[config.mk]
export PLATFORM = sky130hd
export DESIGN_NAME = synth_voice_bank
export DESIGN_NICKNAME = d
export VERILOG_FILES = /design/src/rtl/synth_voice_bank.sv
export SDC_FILE = /design/constraint.sdc
export NUM_CORES = 2
export LEC_CHECK = 0
export ABC_AREA = 0
export CAP_MARGIN = 15
export CORE_ASPECT_RATIO = 1.2
export CORE_MARGIN = 2
export CORE_UTILIZATION = 56
export CTS_CLUSTER_DIAMETER = 150
export DETAILED_ROUTE_END_ITERATION = 6
export PLACE_DENSITY_LB_ADDON = 0.12
export SLEW_MARGIN = 20
export SYNTH_ARGS = -nofsm -noshare
export SYNTH_HDL_FRONTEND = slang
export SYNTH_SLANG_ARGS = --single-unit
[constraint.sdc]
create_clock -name clk -period 15 [get_ports clk]
set_clock_uncertainty 0.2 [all_clocks]
set_input_delay 3 -clock clk [delete_from_list [all_inputs] [get_ports clk]]
set_output_delay 3 -clock clk [all_outputs]
set_load 0.1 [all_outputs]
[src/rtl/synth_voice_bank.sv]
// Bus-mapped multi-voice phase-accumulator synthesiser. On each sample tick a
// sequential FSM steps and mixes the voices, applies master volume and saturates.
module synth_voice_bank #(
    parameter int unsigned VOICES  = 4,
    parameter int unsigned PHASE_W = 24,
    parameter int unsigned OUT_W   = 12
) (
    input  logic             clk,
    input  logic             reset,
    input  logic             valid,
    output logic             ready,
    input  logic [3:0]       wstrb,
    input  logic [31:0]      addr,
    input  logic [31:0]      wdata,
    output logic [31:0]      rdata,
    input  logic             sample,
    output logic [OUT_W-1:0] out,
    output logic             busy
);

    localparam int unsigned ACC_W = 16 + $clog2(VOICES);
    localparam int unsigned VW    = $clog2(VOICES + 1);
    localparam int unsigned IW    = (VOICES > 1) ? $clog2(VOICES) : 1;
    localparam int unsigned SH    = 24 - OUT_W;
    localparam int unsigned PW    = ACC_W + 8;

    typedef enum logic [1:0] {S_IDLE, S_PHASE, S_MAC, S_SCALE} state_t;

    logic [PHASE_W-1:0] r_freq  [VOICES];
    logic [PHASE_W-1:0] r_phase [VOICES];
    logic [15:0]        r_lfsr  [VOICES];
    logic [1:0]         r_wave  [VOICES];
    logic               r_en    [VOICES];
    logic [7:0]         r_duty  [VOICES];
    logic [7:0]         r_vol   [VOICES];
    logic [7:0]         r_master;
    logic               r_clip;
    logic               r_ovr;
    logic               r_ready;
    logic [31:0]        r_rdata;
    state_t             r_state;
    state_t             w_next;
    logic [ACC_W-1:0]   r_acc;
    logic [VW-1:0]      r_v;
    logic [OUT_W-1:0]   r_out;

    // Bus decode
    logic [5:0]  w_word;
    logic [3:0]  w_vsel;
    logic [1:0]  w_field;
    logic [IW-1:0] w_vi;
    logic        w_is_master;
    logic        w_is_status;
    logic        w_vhit;
    logic        w_acc_en;
    logic        w_wr;
    logic [31:0] w_rd;
    logic [31:0] w_freq_old;
    logic [31:0] w_freq_mrg;
    logic        w_unused;

    assign w_word      = addr[7:2];
    assign w_vsel      = w_word[5:2];
    assign w_field     = w_word[1:0];
    assign w_vi        = w_vsel[IW-1:0];
    assign w_is_master = (w_word == 6'h20);
    assign w_is_status = (w_word == 6'h21);
    // Global registers take priority over any voice slot that would alias them.
    assign w_vhit      = !w_is_master && !w_is_status && ({28'b0, w_vsel} < 32'(VOICES));
    assign w_acc_en    = valid && !r_ready;
    assign w_wr        = w_acc_en && (wstrb != 4'b0000);
    assign w_unused    = &{1'b0, addr[31:8], addr[1:0]};

    always_comb begin
        w_freq_old = '0;
        w_freq_old[PHASE_W-1:0] = r_freq[w_vi];
        w_freq_mrg = w_freq_old;
        for (int unsigned b = 0; b < 4; b++) begin
            if (wstrb[b]) w_freq_mrg[8*b +: 8] = wdata[8*b +: 8];
        end
    end

    always_comb begin
        w_rd = '0;
        if (w_vhit) begin
            case (w_field)
                2'd0: w_rd[PHASE_W-1:0] = r_freq[w_vi];
                2'd1: w_rd = {16'b0, r_duty[w_vi], 5'b0, r_en[w_vi], r_wave[w_vi]};
                2'd2: w_rd[7:0] = r_vol[w_vi];
                default: w_rd[PHASE_W-1:0] = r_phase[w_vi];
            endcase
        end else if (w_is_master) begin
            w_rd[7:0] = r_master;
        end else if (w_is_status) begin
            w_rd[2:0] = {r_ovr, r_clip, busy};
        end
    end

    // Voice datapath
    logic [IW-1:0]      w_ci;
    logic [PHASE_W:0]   w_sum;
    logic [15:0]        w_lfsr_nx;
    logic [7:0]         w_p;
    logic [7:0]         w_wave;
    logic [15:0]        w_prod;
    logic [PW-1:0]      w_scaled;
    logic               w_sat;
    logic               w_clip_set;
    logic               w_ovr_set;

    assign w_ci      = r_v[IW-1:0];
    assign w_sum     = {1'b0, r_phase[w_ci]} + {1'b0, r_freq[w_ci]};
    assign w_lfsr_nx = {r_lfsr[w_ci][14:0],
                        r_lfsr[w_ci][15] ^ r_lfsr[w_ci][13] ^ r_lfsr[w_ci][12] ^ r_lfsr[w_ci][10]};
    assign w_p       = r_phase[w_ci][PHASE_W-1 -: 8];

    always_comb begin
        w_wave = '0;
        case (r_wave[w_ci])
            2'd0:    w_wave = (w_p < r_duty[w_ci]) ? 8'hFF : 8'h00;
            2'd1:    w_wave = w_p;
            2'd2:    w_wave = w_p[7] ? ~{w_p[6:0], 1'b0} : {w_p[6:0], 1'b0};
            default: w_wave = r_lfsr[w_ci][7:0];
        endcase
    end

    assign w_prod     = 16'(w_wave) * 16'(r_vol[w_ci]);
    assign w_scaled   = (PW'(r_acc) * PW'(r_master)) >> SH;
    assign w_sat      = |w_scaled[PW-1:OUT_W];
    assign busy       = (r_state != S_IDLE);
    assign w_clip_set = (r_state == S_SCALE) && w_sat;
    assign w_ovr_set  = sample && (r_state != S_IDLE);

    always_ff @(posedge clk or posedge reset) begin
        if (reset) r_state <= S_IDLE;
        else       r_state <= w_next;
    end

    always_comb begin
        w_next = r_state;
        case (r_state)
            S_IDLE:  if (sample) w_next = S_PHASE;
            S_PHASE: w_next = S_MAC;
            S_MAC:   w_next = (r_v == VW'(VOICES - 1)) ? S_SCALE : S_PHASE;
            default: w_next = S_IDLE;
        endcase
    end

    always_ff @(posedge clk or posedge reset) begin
        if (reset) begin
            r_acc <= '0;
            r_v   <= '0;
            r_out <= '0;
            for (int unsigned i = 0; i < VOICES; i++) begin
                r_phase[i] <= '0;
                r_lfsr[i]  <= 16'hACE1;
            end
        end else begin
            case (r_state)
                S_IDLE: begin
                    if (sample) begin
                        r_acc <= '0;
                        r_v   <= '0;
                    end
                end
                S_PHASE: begin
                    if (r_en[w_ci]) begin
                        r_phase[w_ci] <= w_sum[PHASE_W-1:0];
                        if (w_sum[PHASE_W]) r_lfsr[w_ci] <= w_lfsr_nx;
                    end
                end
                S_MAC: begin
                    if (r_en[w_ci]) r_acc <= r_acc + ACC_W'(w_prod);
                    r_v <= r_v + 1'b1;
                end
                default: r_out <= w_sat ? '1 : w_scaled[OUT_W-1:0];
            endcase
        end
    end

    always_ff @(posedge clk or posedge reset) begin
        if (reset) begin
            r_ready  <= 1'b0;
            r_rdata  <= '0;
            r_master <= 8'hFF;
            r_clip   <= 1'b0;
            r_ovr    <= 1'b0;
            for (int unsigned i = 0; i < VOICES; i++) begin
                r_freq[i] <= '0;
                r_wave[i] <= '0;
                r_en[i]   <= 1'b0;
                r_duty[i] <= '0;
                r_vol[i]  <= '0;
            end
        end else begin
            r_ready <= w_acc_en;
            r_rdata <= w_acc_en ? w_rd : '0;
            for (int unsigned i = 0; i < VOICES; i++) begin
                if (w_wr && w_vhit && (w_vi == IW'(i))) begin
                    case (w_field)
                        2'd0: r_freq[i] <= w_freq_mrg[PHASE_W-1:0];
                        2'd1: begin
                            if (wstrb[0]) begin
                                r_wave[i] <= wdata[1:0];
                                r_en[i]   <= wdata[2];
                            end
                            if (wstrb[1]) r_duty[i] <= wdata[15:8];
                        end
                        2'd2: if (wstrb[0]) r_vol[i] <= wdata[7:0];
                        default: ;
                    endcase
                end
            end
            if (w_wr && w_is_master && wstrb[0]) r_master <= wdata[7:0];
            // Hardware set wins over a simultaneous write-one-to-clear.
            if (w_wr && w_is_status && wstrb[0]) begin
                if (wdata[1]) r_clip <= 1'b0;
                if (wdata[2]) r_ovr  <= 1'b0;
            end
            if (w_clip_set) r_clip <= 1'b1;
            if (w_ovr_set)  r_ovr  <= 1'b1;
        end
    end

    assign ready = r_ready;
    assign rdata = r_rdata;
    assign out   = r_out;

endmodule
=== Yosys cells after proc, flatten, opt, wreduce, memory -nomap -nowiden ===
Index checks and enable logic that the tools add are counted.

* Multipliers: 2
* Bitwise logic cells: 6
* Add/sub/neg operators: 3
* Reductions and logical operators: 54
* Equal/unequal tests: 15
* Order comparisons: 5
* Muxes and demuxes: 74

{| class="wikitable"
|+ Operator list
! cell !! number
|-
| $mux 24 || 9
|-
| $bmux 24 s2 || 4
|-
| $mux 8 || 14
|-
| $bwmux 96 || 1
|-
| $bmux 8 s2 || 4
|-
| $bwmux 64 || 1
|-
| $mux 16 || 4
|-
| $demux 24 s2 || 1
|-
| $pmux 16 s3 || 1
|-
| $pmux 8 s3 || 2
|-
| $reduce_and 3->1 || 14
|-
| $mux 18 || 2
|-
| $pmux 18 s2 || 1
|-
| $bmux 16 s2 || 1
|-
| $demux 16 s2 || 1
|-
| $mux 32 || 1
|-
| $mul 18x8->26 || 1
|-
| $add 24x24->25 || 1
|-
| $add 18x16->18 || 1
|-
| $logic_and 1x1->1 || 16
|-
| $mul 8x8->16 || 1
|-
| $reduce_and 2->1 || 8
|-
| $eq 2x2->1 const B || 6
|-
| $eq 6x6->1 const B || 2
|-
| 26 further kinds || 62
|}

* Bits in registers: 410
* Logic and storage cells: 196
* Input bits: 72

=== Longest topological paths before layout ===
* Depth in word-level cells: 11
* Gate-level depth with buffers: 36

=== Least setup slack after synthesis ===
OpenSTA, ideal clock, no wires.

* Kind: register to register
* Start point: register r_v[1]
* End point: register r_acc[17]
* Library setup time: 0.066 ns
* Buffers on the path: 7
* Setup slack: 7.013 ns
* Cell stages (with the launch flop): 32
* Required time: 14.734 ns
* Clock period less this slack: 7.987 ns
* Data arrival time: 7.721 ns
* Cell sequence: dfrtp_1 > buf_2 > buf_2 > buf_2 > buf_1 > buf_2 > buf_2 > mux4_2 > inv_1 > ha_1 > and4_1 > a2111oi_0 > o211a_1 > buf_2 > o22ai_1 > nand2b_1 > fa_1 > inv_1 > fa_1 > inv_1 > fa_1 > fa_1 > inv_1 > ha_1 > o21ai_0 > a21boi_0 > o21ai_0 > a21boi_0 > o21ai_0 > a21boi_0 > mux4_2 > nand2_1

* Word-level cells in the longest chain between the ends: 11
* Elaborated cells on any way between the ends: 33

{| class="wikitable"
|+ Ends and longest elaborated chain
! element !! RTL line !! text
|-
| start, declared || 44 || <nowiki>logic [VW-1:0] r_v;</nowiki>
|-
| start signal, assigned || 174 || <nowiki>r_v <= r_v + 1'b1;</nowiki>
|-
| $not 2->3 (not written as such) (*) || - ||
|-
| $bmux 24 s2 or $bmux 8 s2 (tied branches) || 115, 120 ||
|-
| $mux 24 (not written as such) or $mux 8 (tied branches) (2 in series) || 115, 120 ||
|-
| $lt 8x8->1 or $not 8->8 (tied branches) || 120, 122 ||
|-
| $mux 8, on equally long branches || 120, 122 ||
|-
| $pmux 8 s3 || 119 || <nowiki>case (r_wave[w_ci])</nowiki>
|-
| $mul 8x8->16 || 127 || <nowiki>assign w_prod = 16'(w_wave) * 16'(r_vol[w_ci]);</nowiki>
|-
| $add 18x16->18 || 173 || <nowiki>if (r_en[w_ci]) r_acc <= r_acc + ACC_W'(w_prod);</nowiki>
|-
| $mux 18 || 173 ||
|-
| $pmux 18 s2 || 159 || <nowiki>case (r_state)</nowiki>
|-
| end signal, assigned || 173 ||
|-
| end, declared || 43 || <nowiki>logic [ACC_W-1:0] r_acc;</nowiki>
|}

Every way passes the cells marked *; elsewhere a longest branch is shown, timed or not. The select of a mux whose other input is x is not followed.
A chain may end at the register's enable or synchronous reset.

=== Worst setup path in the final report ===
* Start point: register r_v[0]
* End point: register r_acc[17]

Same word-level chain as after synthesis.

==> impl_metrics.ini <==
[die]
die_w_um = 206
num_rows = 88
initial_core_util_pct = 56.8
io_pins = 118
die_y_um = 246
core_area_um2 = 48100
fp.dieArea_um2 = 50600

[logic_synthesis]
synth-edff-count = 0
synth_top_family_by_area = multiplexers
muxShareOfSynthArea_pct = 23.6
synthSimpleGateAreaFrac_pct = 9.31
synth_compound_area_share_pct = 6.97
syn_inst = 2385
syn_area_um2 = 27300
synth_ff_type = dfrtp_1
seq_area_frac_synth_pct = 37.0
ys_warn_count = 0
ys_ff_latch = 402
synth_xor_area_share_pct = 1.73
ys_async_sr_fraction_pct = 100
yosys.cell_types.count = 67
synthAdderAreaFrac_pct = 16.1
avgSynthCellArea_um2 = 11.5

[clock_tree]
cts_max_level = 2
cts_tree = built
cts_setup_buffers = 0
cts_hold_buffers = 0
clkTransAtPathRegs_ns = 0.06
cts_buffers = 42
clock_tree.root_cell = clkbuf_16
clock_path_buffers = 3
cts_num_sinks = 402
cts_resized = 0
worstSkewPairLatency_ns = 0.58

[placed_design]
pre_cts_ws_ns = 5.77
gp_congestion = 0.856
placed_area_um2 = 28500
io_buffers = 75
place_inst = 2978
dpl.hpwl_um = 45700

[layout]
final_area_um2 = 29900
finalNonFillerCells = 3056
syn2layout_area_growth_pct = 9.33
fin_nets = 2730
nFillCells = 3808
drive_above_1_share_pct = 22.4
utilization_pct = 62.1

[grt]
antenna_found_initial = 2
grt_usage_pct = 26.9
grt_pass1_vias = 19462
grt_max_degree = 192
grt_pass1_wl_um = 106000
grt_overflow = 0

[power]
leakage_nw = 13.9
power_density_nw_per_um2 = 122
irDropWorstVdd_mv = 0.123

[sta]
setup_viol_count_final = 0
hold_viol_final = 0
slew_viol_final = 0
finalCriticalPeriod_ns = 9.11
period_share_pct = 60.7
layout_setup_ws_ns = 5.89
max_slew_margin_pct = 28.2
tightest_slew_ns = 1.08
fin_tns_setup_ns = 0
rsz0062_at_grt = no
fmaxAchievable_ghz = 0.110

[worst_setup_path]
worstPathRequired_ns = 15.29
endpoint_kind = flop
setup.worst_path.start_class = flop
slowest_stage = buf_4
cp_max_fo = 41
path_class = flop to flop
max_stage_delay_ns = 0.76
arrival_ns = 9.40

[run]
max-cap-violations = 0

[routing]
wl_per_cell_um = 21.3
via_per_inst = 5.97
drt-initial-drc-count = 1089
wl_um = 65100
drc = 0
ant_nets = 0
drtPass1Iterations = 5
detailroute.via_count = 18241

[outcome]
status = finished, final reports clean

[min_path]
holdCritPathClass = flop to flop
[sequential cells by signal, summed over array words and instances, names as in the netlist]
signal    count
r_freq       96
r_phase      96
r_lfsr       64
r_duty       32
r_vol        32
rdata        24
r_acc        18
out          12
r_master      8
r_wave        8
r_en          4
r_v           3
r_state       2
r_clip        1
r_ovr         1
ready         1
[path summary, 6_finish.rpt]
kind	start	to	slack, ns	cells after the start
worst max-delay path	r_v[0]$_DFFE_PP0P_	r_acc[17]$_DFFE_PP0P_	5.89	26
max in group asynchronous	reset	r_lfsr[41]$_DFFE_PP0P_	10.12	4
worst max register to register	r_v[0]$_DFFE_PP0P_	r_acc[17]$_DFFE_PP0P_	5.89	26
worst min register to register	r_freq[90]$_DFFE_PP0P_	r_freq[90]$_DFFE_PP0P_	0.30	2
min in group asynchronous	reset	rdata[5]$_DFF_PP0_	2.85	2
worst min-delay path	r_freq[90]$_DFFE_PP0P_	r_freq[90]$_DFFE_PP0P_	0.30	2
[cell usage in the layout, fill, tap and decap left out, drive strengths merged, types with 18 or more instances in the layout]
| master | instances |
|---|---|
| dfrtp | 362 |
| mux2 | 240 |
| inv | 218 |
| nand2 | 209 |
| nor2 | 168 |
| mux4 | 151 |
| fa | 146 |
| a21oi | 120 |
| ha | 119 |
| o21ai | 107 |
| and2 | 75 |
| clkdlybuf4s50 | 73 |
| clkbuf | 68 |
| dfstp | 40 |
| mux2i | 36 |
| xnor2 | 28 |
| xor2 | 26 |
| a21o | 24 |
| nor3 | 24 |
| buf | 23 |
| nand2b | 18 |
[per-stage QoR]
stage               hold WS, ns  power [mW]
finish                    0.302        3.64
global route              0.325        3.88
CTS                       0.304        3.67
detailed placement        0.280        2.61
global placement          0.274        2.58
floorplan                 0.249        2.29
[routing by layer]
layer / track usage [%] / share of wire, % / up-vias
li1: - / - / 8242
met1: 34.4 / 41 / 9489
met2: 48.1 / 52 / 403
met3: 3.33 / 4.2 / 103
met4: 7.26 / 2.2 / 4
met5: 0 / 0.043 / -
[cell families (layout without fill, tap and decap cells)]
kind of cell | count (synthesis) | after routing
AOI/OAI and AO/OA | 325 | 325
xor gates and xnor gates | 54 | 54
adders and majority gates | 265 | 265
buffers and inverters | 355 | 388
DFF | 402 | 402
muxes | 427 | 427
other | 1 | 9
and+or+nand+nor | 556 | 556
[synthesized netlist by cell type (6+ instances only)]
master / n / area share (%)
buf_4: 9 / 0.25
a31oi_1: 14 / 0.32
dfrtp_1: 362 / 33
nor2_1: 168 / 2.3
and2_1: 75 / 1.7
dfstp_2: 40 / 3.8
o21a_1: 6 / 0.16
xor2_1: 26 / 0.83
ha_1: 119 / 5.4
nand4_1: 9 / 0.21
xnor2_1: 28 / 0.90
nand3_1: 15 / 0.27
a21o_1: 24 / 0.66
buf_1: 21 / 0.29
nor2b_1: 14 / 0.32
o22ai_1: 7 / 0.16
nand2_1: 206 / 2.8
a22o_1: 6 / 0.19
o21bai_1: 6 / 0.16
a21oi_1: 118 / 2.2
mux4_2: 151 / 12
fa_1: 146 / 11
nand2b_1: 18 / 0.41
mux2i_1: 36 / 1.3
clkbuf_1: 78 / 1.1
mux2_2: 240 / 9.9
buf_2: 24 / 0.44
o21ai_0: 105 / 1.9
a22oi_1: 9 / 0.25
nor3_1: 19 / 0.35
inv_1: 216 / 3.0
[critical path, delay by kind of cell (launching register included)]
kind	cells	cell delay [ns]
compound gates	9	2.39
buf+inv	6	1.65
fa+ha+maj	6	2.54
simple gates	3	0.56
mux	2	1.19
flops	1	0.47
[power by group]
part	internal [mW]	total [mW]	switching [mW]
logic	0.499	1.31	0.810
registers	1.18	1.28	0.107
clock network	0.611	1.05	0.438
[area by class of cell]
class	instances	area [um2]	area share [%]
Multi-Input combinational cell	1635	15800	53.0
Sequential cell	402	10100	33.8
Clock buffer	68	1300	4.35
Timing Repair Buffer	96	936	3.13
Inverter	216	818	2.74
Tap cell	630	788	2.64
Clock inverter	8	76.3	0.255
Antenna cell	1	2.50	0.00837
Power figures use the tool's default switching activity.
